===== src/rtl/time_day_counter_pkg.sv =====
// Shared definitions for the time/day counter: BCD field layout of CT, range limits
// and the time-validity check also used by the alarm-register write path.
package time_day_counter_pkg;

  localparam int CT_W   = 13;
  localparam int HT_W   = 2;
  localparam int HU_W   = 4;
  localparam int MT_W   = 3;
  localparam int MU_W   = 4;
  localparam int HT_LSB = 11;
  localparam int HU_LSB = 7;
  localparam int MT_LSB = 4;
  localparam int MU_LSB = 0;
  localparam int DAY_W  = 3;
  localparam int SEC_W  = 6;

  localparam int DAY_MAX  = 6;
  localparam int HOUR_MAX = 23;
  localparam int SEC_MAX  = 59;

  typedef struct packed {
    logic [HT_W-1:0] ht;
    logic [HU_W-1:0] hu;
    logic [MT_W-1:0] mt;
    logic [MU_W-1:0] mu;
  } bcd_time_t;

  // True when every BCD digit is legal and the hour does not exceed 23.
  function automatic logic time_valid(input bcd_time_t t);
    int hour;
    hour = int'(t.ht) * 10 + int'(t.hu);
    return (t.hu <= 4'd9) && (hour <= HOUR_MAX) && (t.mt <= 3'd5) && (t.mu <= 4'd9);
  endfunction

endpackage


===== src/rtl/time_day_counter_bcd_digit.sv =====
// bcd_digit_counter: one BCD digit with programmable maximum, parallel load and
// carry in/out; carry_o is high when an increment wraps the digit back to zero.
module bcd_digit_counter #(
  parameter int W = 4
) (
  input  logic         clk,
  input  logic         rst_n,
  input  logic [W-1:0] max_i,
  input  logic         load_i,
  input  logic [W-1:0] load_val_i,
  input  logic         inc_i,
  output logic [W-1:0] q_o,
  output logic         carry_o
);

  logic [W-1:0] q_q, q_d;

  always_comb begin
    q_d = q_q;
    if (load_i) begin
      q_d = load_val_i;
    end else if (inc_i) begin
      q_d = (q_q == max_i) ? '0 : q_q + 1'b1;
    end
  end

  always_ff @(posedge clk or negedge rst_n) begin
    if (!rst_n) begin
      q_q <= '0;
    end else begin
      q_q <= q_d;
    end
  end

  assign q_o     = q_q;
  assign carry_o = inc_i && !load_i && (q_q == max_i);

endmodule


===== src/rtl/time_day_counter.sv =====
// Time-of-day (BCD HH:MM) and day-of-week counter advanced by a 1 Hz tick.
// Optional macro TICK_PRESCALE_EN derives the tick internally from CLK_HZ.
module time_day_counter
  import time_day_counter_pkg::*;
#(
  parameter int CLK_HZ = 50_000_000
) (
  input  logic             clk,
  input  logic             rst_n,
  input  logic             tick,
  input  logic             hold,
  input  logic             load,
  input  logic [CT_W-1:0]  set_time,
  input  logic [DAY_W-1:0] set_day,
  output logic [CT_W-1:0]  CT,
  output logic [DAY_W-1:0] CD,
  output logic             min_stb,
  output logic             load_err
);

  if (CLK_HZ < 1) begin : gBadClkHz
    $error("CLK_HZ must be at least 1");
  end

  bcd_time_t setT;
  logic      tickAcc;
  logic      loadOk;
  logic      advance;
  logic      secWrap;
  logic      muCarry, mtCarry, huCarry, htCarry;
  logic [HU_W-1:0] huMax;

  logic [SEC_W-1:0] sec_q, sec_d;
  logic [DAY_W-1:0] day_q, day_d;
  logic             stb_q, stb_d;
  logic             err_q, err_d;
  logic [HT_W-1:0]  ht_q;
  logic [HU_W-1:0]  hu_q;
  logic [MT_W-1:0]  mt_q;
  logic [MU_W-1:0]  mu_q;

  assign setT = set_time;

`ifdef TICK_PRESCALE_EN
  localparam int PW = (CLK_HZ > 1) ? $clog2(CLK_HZ) : 1;

  logic [PW-1:0] pre_q, pre_d;
  logic          preWrap;

  assign preWrap = (pre_q == PW'(CLK_HZ - 1));

  always_comb begin
    pre_d = pre_q;
    if (!hold) begin
      pre_d = preWrap ? '0 : pre_q + 1'b1;
    end
  end

  always_ff @(posedge clk or negedge rst_n) begin
    if (!rst_n) begin
      pre_q <= '0;
    end else begin
      pre_q <= pre_d;
    end
  end

  assign tickAcc = preWrap && !hold;
`else
  assign tickAcc = tick && !hold;
`endif

  // A valid load overrides any tick in the same cycle; an invalid one lets it through.
  assign loadOk  = load && time_valid(setT) && (set_day <= DAY_W'(DAY_MAX));
  assign advance = tickAcc && !loadOk;
  assign secWrap = advance && (sec_q == SEC_W'(SEC_MAX));
  assign huMax   = (ht_q == 2'd2) ? 4'd3 : 4'd9;

  bcd_digit_counter #(.W(MU_W)) uMinUnits (
    .clk(clk), .rst_n(rst_n), .max_i(4'd9), .load_i(loadOk), .load_val_i(setT.mu),
    .inc_i(secWrap), .q_o(mu_q), .carry_o(muCarry)
  );

  bcd_digit_counter #(.W(MT_W)) uMinTens (
    .clk(clk), .rst_n(rst_n), .max_i(3'd5), .load_i(loadOk), .load_val_i(setT.mt),
    .inc_i(muCarry), .q_o(mt_q), .carry_o(mtCarry)
  );

  bcd_digit_counter #(.W(HU_W)) uHourUnits (
    .clk(clk), .rst_n(rst_n), .max_i(huMax), .load_i(loadOk), .load_val_i(setT.hu),
    .inc_i(mtCarry), .q_o(hu_q), .carry_o(huCarry)
  );

  bcd_digit_counter #(.W(HT_W)) uHourTens (
    .clk(clk), .rst_n(rst_n), .max_i(2'd2), .load_i(loadOk), .load_val_i(setT.ht),
    .inc_i(huCarry), .q_o(ht_q), .carry_o(htCarry)
  );

  always_comb begin
    sec_d = sec_q;
    day_d = day_q;
    stb_d = loadOk || secWrap;
    err_d = load && !loadOk;
    if (loadOk) begin
      sec_d = '0;
      day_d = set_day;
    end else if (advance) begin
      sec_d = secWrap ? '0 : sec_q + 1'b1;
      if (htCarry) begin
        day_d = (day_q == DAY_W'(DAY_MAX)) ? '0 : day_q + 1'b1;
      end
    end
  end

  always_ff @(posedge clk or negedge rst_n) begin
    if (!rst_n) begin
      sec_q <= '0;
      day_q <= '0;
      stb_q <= 1'b0;
      err_q <= 1'b0;
    end else begin
      sec_q <= sec_d;
      day_q <= day_d;
      stb_q <= stb_d;
      err_q <= err_d;
    end
  end

  assign CT       = {ht_q, hu_q, mt_q, mu_q};
  assign CD       = day_q;
  assign min_stb  = stb_q;
  assign load_err = err_q;

endmodule


===== config.mk =====
export PLATFORM = sky130hd
export DESIGN_NAME = time_day_counter
export DESIGN_NICKNAME = d
export VERILOG_FILES = /design/src/rtl/time_day_counter_pkg.sv /design/src/rtl/time_day_counter_bcd_digit.sv /design/src/rtl/time_day_counter.sv
export SDC_FILE = /design/constraint.sdc
export NUM_CORES = 1
export LEC_CHECK = 0
export ABC_AREA = 1
export CORE_UTILIZATION = 40
export DETAILED_ROUTE_END_ITERATION = 6
export PLACE_DENSITY = 0.77
export SYNTH_ARGS = -nofsm -noshare
export SYNTH_HDL_FRONTEND = slang
export SYNTH_HIERARCHICAL = 1
export SYNTH_SLANG_ARGS = --single-unit

===== constraint.sdc =====
create_clock -name clk -period 2.7 [get_ports clk]
set_input_delay 0.54 -clock clk [delete_from_list [all_inputs] [get_ports clk]]
set_output_delay 0.54 -clock clk [all_outputs]
set_load 0.03 [all_outputs]

==> report_table.html <==
<table>
<tr><th>Metric</th><th>Value</th></tr>
<tr><th colspan="2">Status</th></tr>
<tr><td>Run status</td><td>finished with violations</td></tr>
<tr><td>Violations in the final reports</td><td>DRC, setup timing</td></tr>
<tr><th colspan="2">Timing</th></tr>
<tr><td>RSZ-0062 raised after global routing</td><td>yes</td></tr>
<tr><td>Final WS setup</td><td>-0.484 ns</td></tr>
<tr><td>Setup-failing EPs final</td><td>14</td></tr>
<tr><td>Final hold vios</td><td>0</td></tr>
<tr><td>Worst Clk Skew</td><td>0.0103 ns</td></tr>
<tr><td>Post-route clock period utilization</td><td>118%</td></tr>
<tr><td>Final worst path period need</td><td>3.18 ns</td></tr>
<tr><td>Fin. max-slew vios</td><td>0</td></tr>
<tr><td>WHS</td><td>0.571 ns</td></tr>
<tr><td>Achievable frequency</td><td>314 MHz</td></tr>
<tr><th colspan="2">Clock network</th></tr>
<tr><td>Reg clk slew, reported paths</td><td>0.10 ns</td></tr>
<tr><td>CTS tree</td><td>yes</td></tr>
<tr><td>Skew-Pair Late Insertion Delay</td><td>0.29 ns</td></tr>
<tr><td>Total number of clock tree sinks</td><td>24</td></tr>
<tr><td>H-Tree Level Count</td><td>1</td></tr>
<tr><td>Root buf cell</td><td>clkbuf_8</td></tr>
<tr><td>Total CTS buffers</td><td>3</td></tr>
<tr><td>Post-CTS Hold Fix Bufs</td><td>0</td></tr>
<tr><td>Buffer depth of the longest clock path</td><td>2</td></tr>
<tr><th colspan="2">Cells and area</th></tr>
<tr><td>Count of antenna diodes in the layout</td><td>0</td></tr>
<tr><td>FILL cells</td><td>330</td></tr>
<tr><td>Utilization of the core after routing</td><td>72.5%</td></tr>
<tr><td>Total area of sequential cells</td><td>601 sq um</td></tr>
<tr><td>Total area of multi-input combinational cells</td><td>1360 sq um</td></tr>
<tr><td>Final non-filler cell area</td><td>3240 sq um</td></tr>
<tr><td>Layout-stage area growth over the synthesis result</td><td>69.1%</td></tr>
<tr><td>Share of cells above drive strength 1</td><td>33.7%</td></tr>
<tr><td>Final-stage net count</td><td>443</td></tr>
<tr><td>Most frequent cells in the layout</td><td>85 x nand2_1, 46 x buf_4, 38 x inv_1, 30 x clkdlybuf4s50_1, 26 x nand3_1</td></tr>
<tr><td>Number of standard cells in the layout, taps in and fillers out</td><td>465</td></tr>
<tr><td>Leading cell type in the layout, fill and taps excluded</td><td>nand2_1</td></tr>
<tr><th colspan="2">Global route</th></tr>
<tr><td>Overall Global Routing Usage</td><td>22.8%</td></tr>
<tr><td>Vias in the first global route</td><td>2,137</td></tr>
<tr><td>Maximum number of pins on one net before global-route repair</td><td>25</td></tr>
<tr><td>Number of antenna violations at the first check in global routing</td><td>0</td></tr>
<tr><td>Global-route wire length before repair</td><td>9.23 mm</td></tr>
<tr><td>Total grt overflow</td><td>0</td></tr>
<tr><th colspan="2">Synthesis</th></tr>
<tr><td>Share of the synthesized area in the top cell type</td><td>31.3%</td></tr>
<tr><td>Combinational family with the most area after synthesis</td><td>simple AND/OR/NAND/NOR gates</td></tr>
<tr><td>Async set or reset register ratio after synthesis</td><td>100%</td></tr>
<tr><td>Gate count of the mapped netlist</td><td>289</td></tr>
<tr><td>Average cell area after synthesis</td><td>6.63 sq um</td></tr>
<tr><td>Number of library cell types mapped by synthesis</td><td>27</td></tr>
<tr><td>Dominant cell type by area after synthesis</td><td>dfrtp_1</td></tr>
<tr><td>Area of the mapped netlist</td><td>1920 sq um</td></tr>
<tr><td>Post-synthesis xor/xnor area fraction</td><td>3.20%</td></tr>
<tr><td>Leading post-synthesis cells by cell area</td><td>dfrtp_1 31%, nand2_1 18%, inv_1 9.2%</td></tr>
<tr><td>Number of enable-type register cells in the synthesized netlist</td><td>0</td></tr>
<tr><td>Post-synthesis simple-gate area fraction</td><td>40.7%</td></tr>
<tr><td>Commonest register cell after synthesis</td><td>dfrtp_1</td></tr>
<tr><td>Post-synthesis sequential element count</td><td>24</td></tr>
<tr><td>Share of the synthesized area in compound gates (AO/OA/AOI/OAI)</td><td>6.92%</td></tr>
<tr><td>Yosys warning total</td><td>6</td></tr>
<tr><td>Share of synthesized area occupied by flip-flops and latches</td><td>31.3%</td></tr>
<tr><td>Area share of fa/ha/maj cells after synthesis</td><td>5.61%</td></tr>
<tr><td>Mux cell area share after synthesis</td><td>0%</td></tr>
<tr><th colspan="2">Placement</th></tr>
<tr><td>IO Port Bufs</td><td>38</td></tr>
<tr><td>Total instance count after detailed placement</td><td>423</td></tr>
<tr><td>Standard cell area after detailed placement</td><td>2660 sq um</td></tr>
<tr><td>Dpl hpwl</td><td>3.42 mm</td></tr>
<tr><td>Placer Congestion</td><td>0.875</td></tr>
<tr><th colspan="2">Worst setup path</th></tr>
<tr><td>Worst Path Arrival</td><td>3.37 ns</td></tr>
<tr><td>Critical path startpoint category</td><td>input port</td></tr>
<tr><td>R2R Setup Slk</td><td>-0.06 ns</td></tr>
<tr><td>Required time of the worst setup path</td><td>2.89 ns</td></tr>
<tr><td>Crit path capture type</td><td>flip-flop</td></tr>
<tr><td>Kind of critical path</td><td>in -&gt; reg</td></tr>
<tr><td>Worst-path fanout max</td><td>3</td></tr>
<tr><th colspan="2">Die</th></tr>
<tr><td>Die area</td><td>5070 sq um</td></tr>
<tr><td>Core region area</td><td>4470 sq um</td></tr>
<tr><td>Number of top-level design ports</td><td>39</td></tr>
<tr><td>Starting utilization of the core area</td><td>42.8%</td></tr>
<tr><td>Die Ht</td><td>71.2 um</td></tr>
<tr><td>Horizontal die dimension</td><td>71.2 um</td></tr>
<tr><td>Row cnt</td><td>24</td></tr>
<tr><th colspan="2">Pwr</th></tr>
<tr><td>Cell area power density</td><td>578 nW/um^2</td></tr>
<tr><td>Maximum resistive drop on vdd</td><td>0.336 mV</td></tr>
<tr><td>Leakage dissipation</td><td>1.73 nW</td></tr>
<tr><th colspan="2">Worst hold path</th></tr>
<tr><td>Type of the most critical hold path</td><td>in -&gt; reg</td></tr>
<tr><th colspan="2">Routing</th></tr>
<tr><td>Antenna Violating Nets Remaining</td><td>0</td></tr>
<tr><td>Vias per cell</td><td>4.84</td></tr>
<tr><td>Iteration-0 DRC Markers</td><td>193</td></tr>
<tr><td>Remaining design rule violation count</td><td>4</td></tr>
<tr><td>Number of vias after detailed routing</td><td>2,250</td></tr>
<tr><td>DRT Wirelength</td><td>6.10 mm</td></tr>
<tr><td>Routed len/inst</td><td>13.1 um</td></tr>
<tr><td>First-pass iteration count of the detailed router</td><td>7</td></tr>
<tr><th colspan="2">Job</th></tr>
<tr><td>Max-cap violations</td><td>0</td></tr>
</table>
cell usage after synthesis, types with 5 or more instances:
cell      n
nand2_1  90
a22oi_1   9
nand2_2   6
nand4_1   8
nand3_1  27
ha_1      7
dfrtp_1  24
inv_2     5
nor2_1   30
inv_1    47
path summary, 6_finish.rpt:
path,start,end,cells past startpoint
worst max-delay path,set_time[5],uMinUnits/q_o[2],24
worst min-delay path,set_time[8],uHourUnits/q_o[1],4
worst max register to register,sec_q[0],uMinUnits/q_o[2],20
worst min register to register,sec_q[4],sec_q[4],2
max in group asynchronous,rst_n,uHourUnits/q_o[0],2
min in group asynchronous,rst_n,sec_q[1],2
report_power, final:
part	internal [mW]	switching, mW
Combinational	0.386	0.514
Clock	0.199	0.135
Sequential	0.459	0.182
Total	1.04	0.831
cell type report:
type,instances,share of cell area [%]
Clock buffer,3,1.27
Clock inverter,1,0.926
Inverter,53,6.52
Multi-Input combinational cell,229,41.8
Sequential cell,24,18.5
Tap cell,52,2.01
Timing Repair Buffer,103,28.9
through the flow:
stage          total power, mW  TNS, ns  worst slack, ns
2_1_floorplan             1.14    -2.51           -0.603
3_3_place_gp              1.44    -8.20            -1.03
3_5_place_dp              1.46    -9.63            -1.19
4_1_cts                   1.81    -5.15           -0.571
5_1_grt                   2.00    -5.69           -0.561
6_report                  1.87    -4.01           -0.484
sequential cells by signal (all words and copies together), names as in the netlist:
register	flops
uHourTens/q_o	2
CD	3
load_err	1
min_stb	1
uHourUnits/q_o	4
uMinTens/q_o	3
uMinUnits/q_o	4
sec_q	6
kinds of logic (layout without fill, tap and decap cells):
| family | after synthesis | after routing |
|---|---|---|
| other cells | 2 | 21 |
| xor+xnor | 7 | 7 |
| fa+ha+maj | 8 | 8 |
| compound gates | 21 | 21 |
| buf+inv | 55 | 160 |
| flops | 24 | 24 |
| simple gates | 172 | 172 |
critical path: stages:
cell	delay (ns)
clkdlybuf4s50_1	0.49
a21oi_4	0.20
nand2_2	0.11
nor2_4	0.15
nand2_4	0.09
inv_12	0.06
nor3_4	0.03
inv_2	0.07
nor2_4	0.04
buf_4	0.13
buf_6	0.10
buf_4	0.12
buf_4	0.12
buf_4	0.12
buf_4	0.12
buf_4	0.12
buf_4	0.12
buf_4	0.12
buf_4	0.12
buf_4	0.14
o21ai_2	0.06
a21oi_2	0.05
nand2_1	0.09
nand2_1	0.05
metal layers:
layer	global-route usage (%)	part of all wire (%)
met5	0	0
met2	40.8	53
met1	28.2	40
met4	9.11	3.1
met3	2.39	3.4
what timing repair did:
| action | 4_1_cts | 5_1_grt |
|---|---|---|
| buffers inserted | 36 | 10 |
| resized for setup | 44 | 44 |
| setup endpoints to repair | 12 | 14 |
| pin swaps | 29 | 27 |
Note: power is estimated with default switching activity, not from simulation.
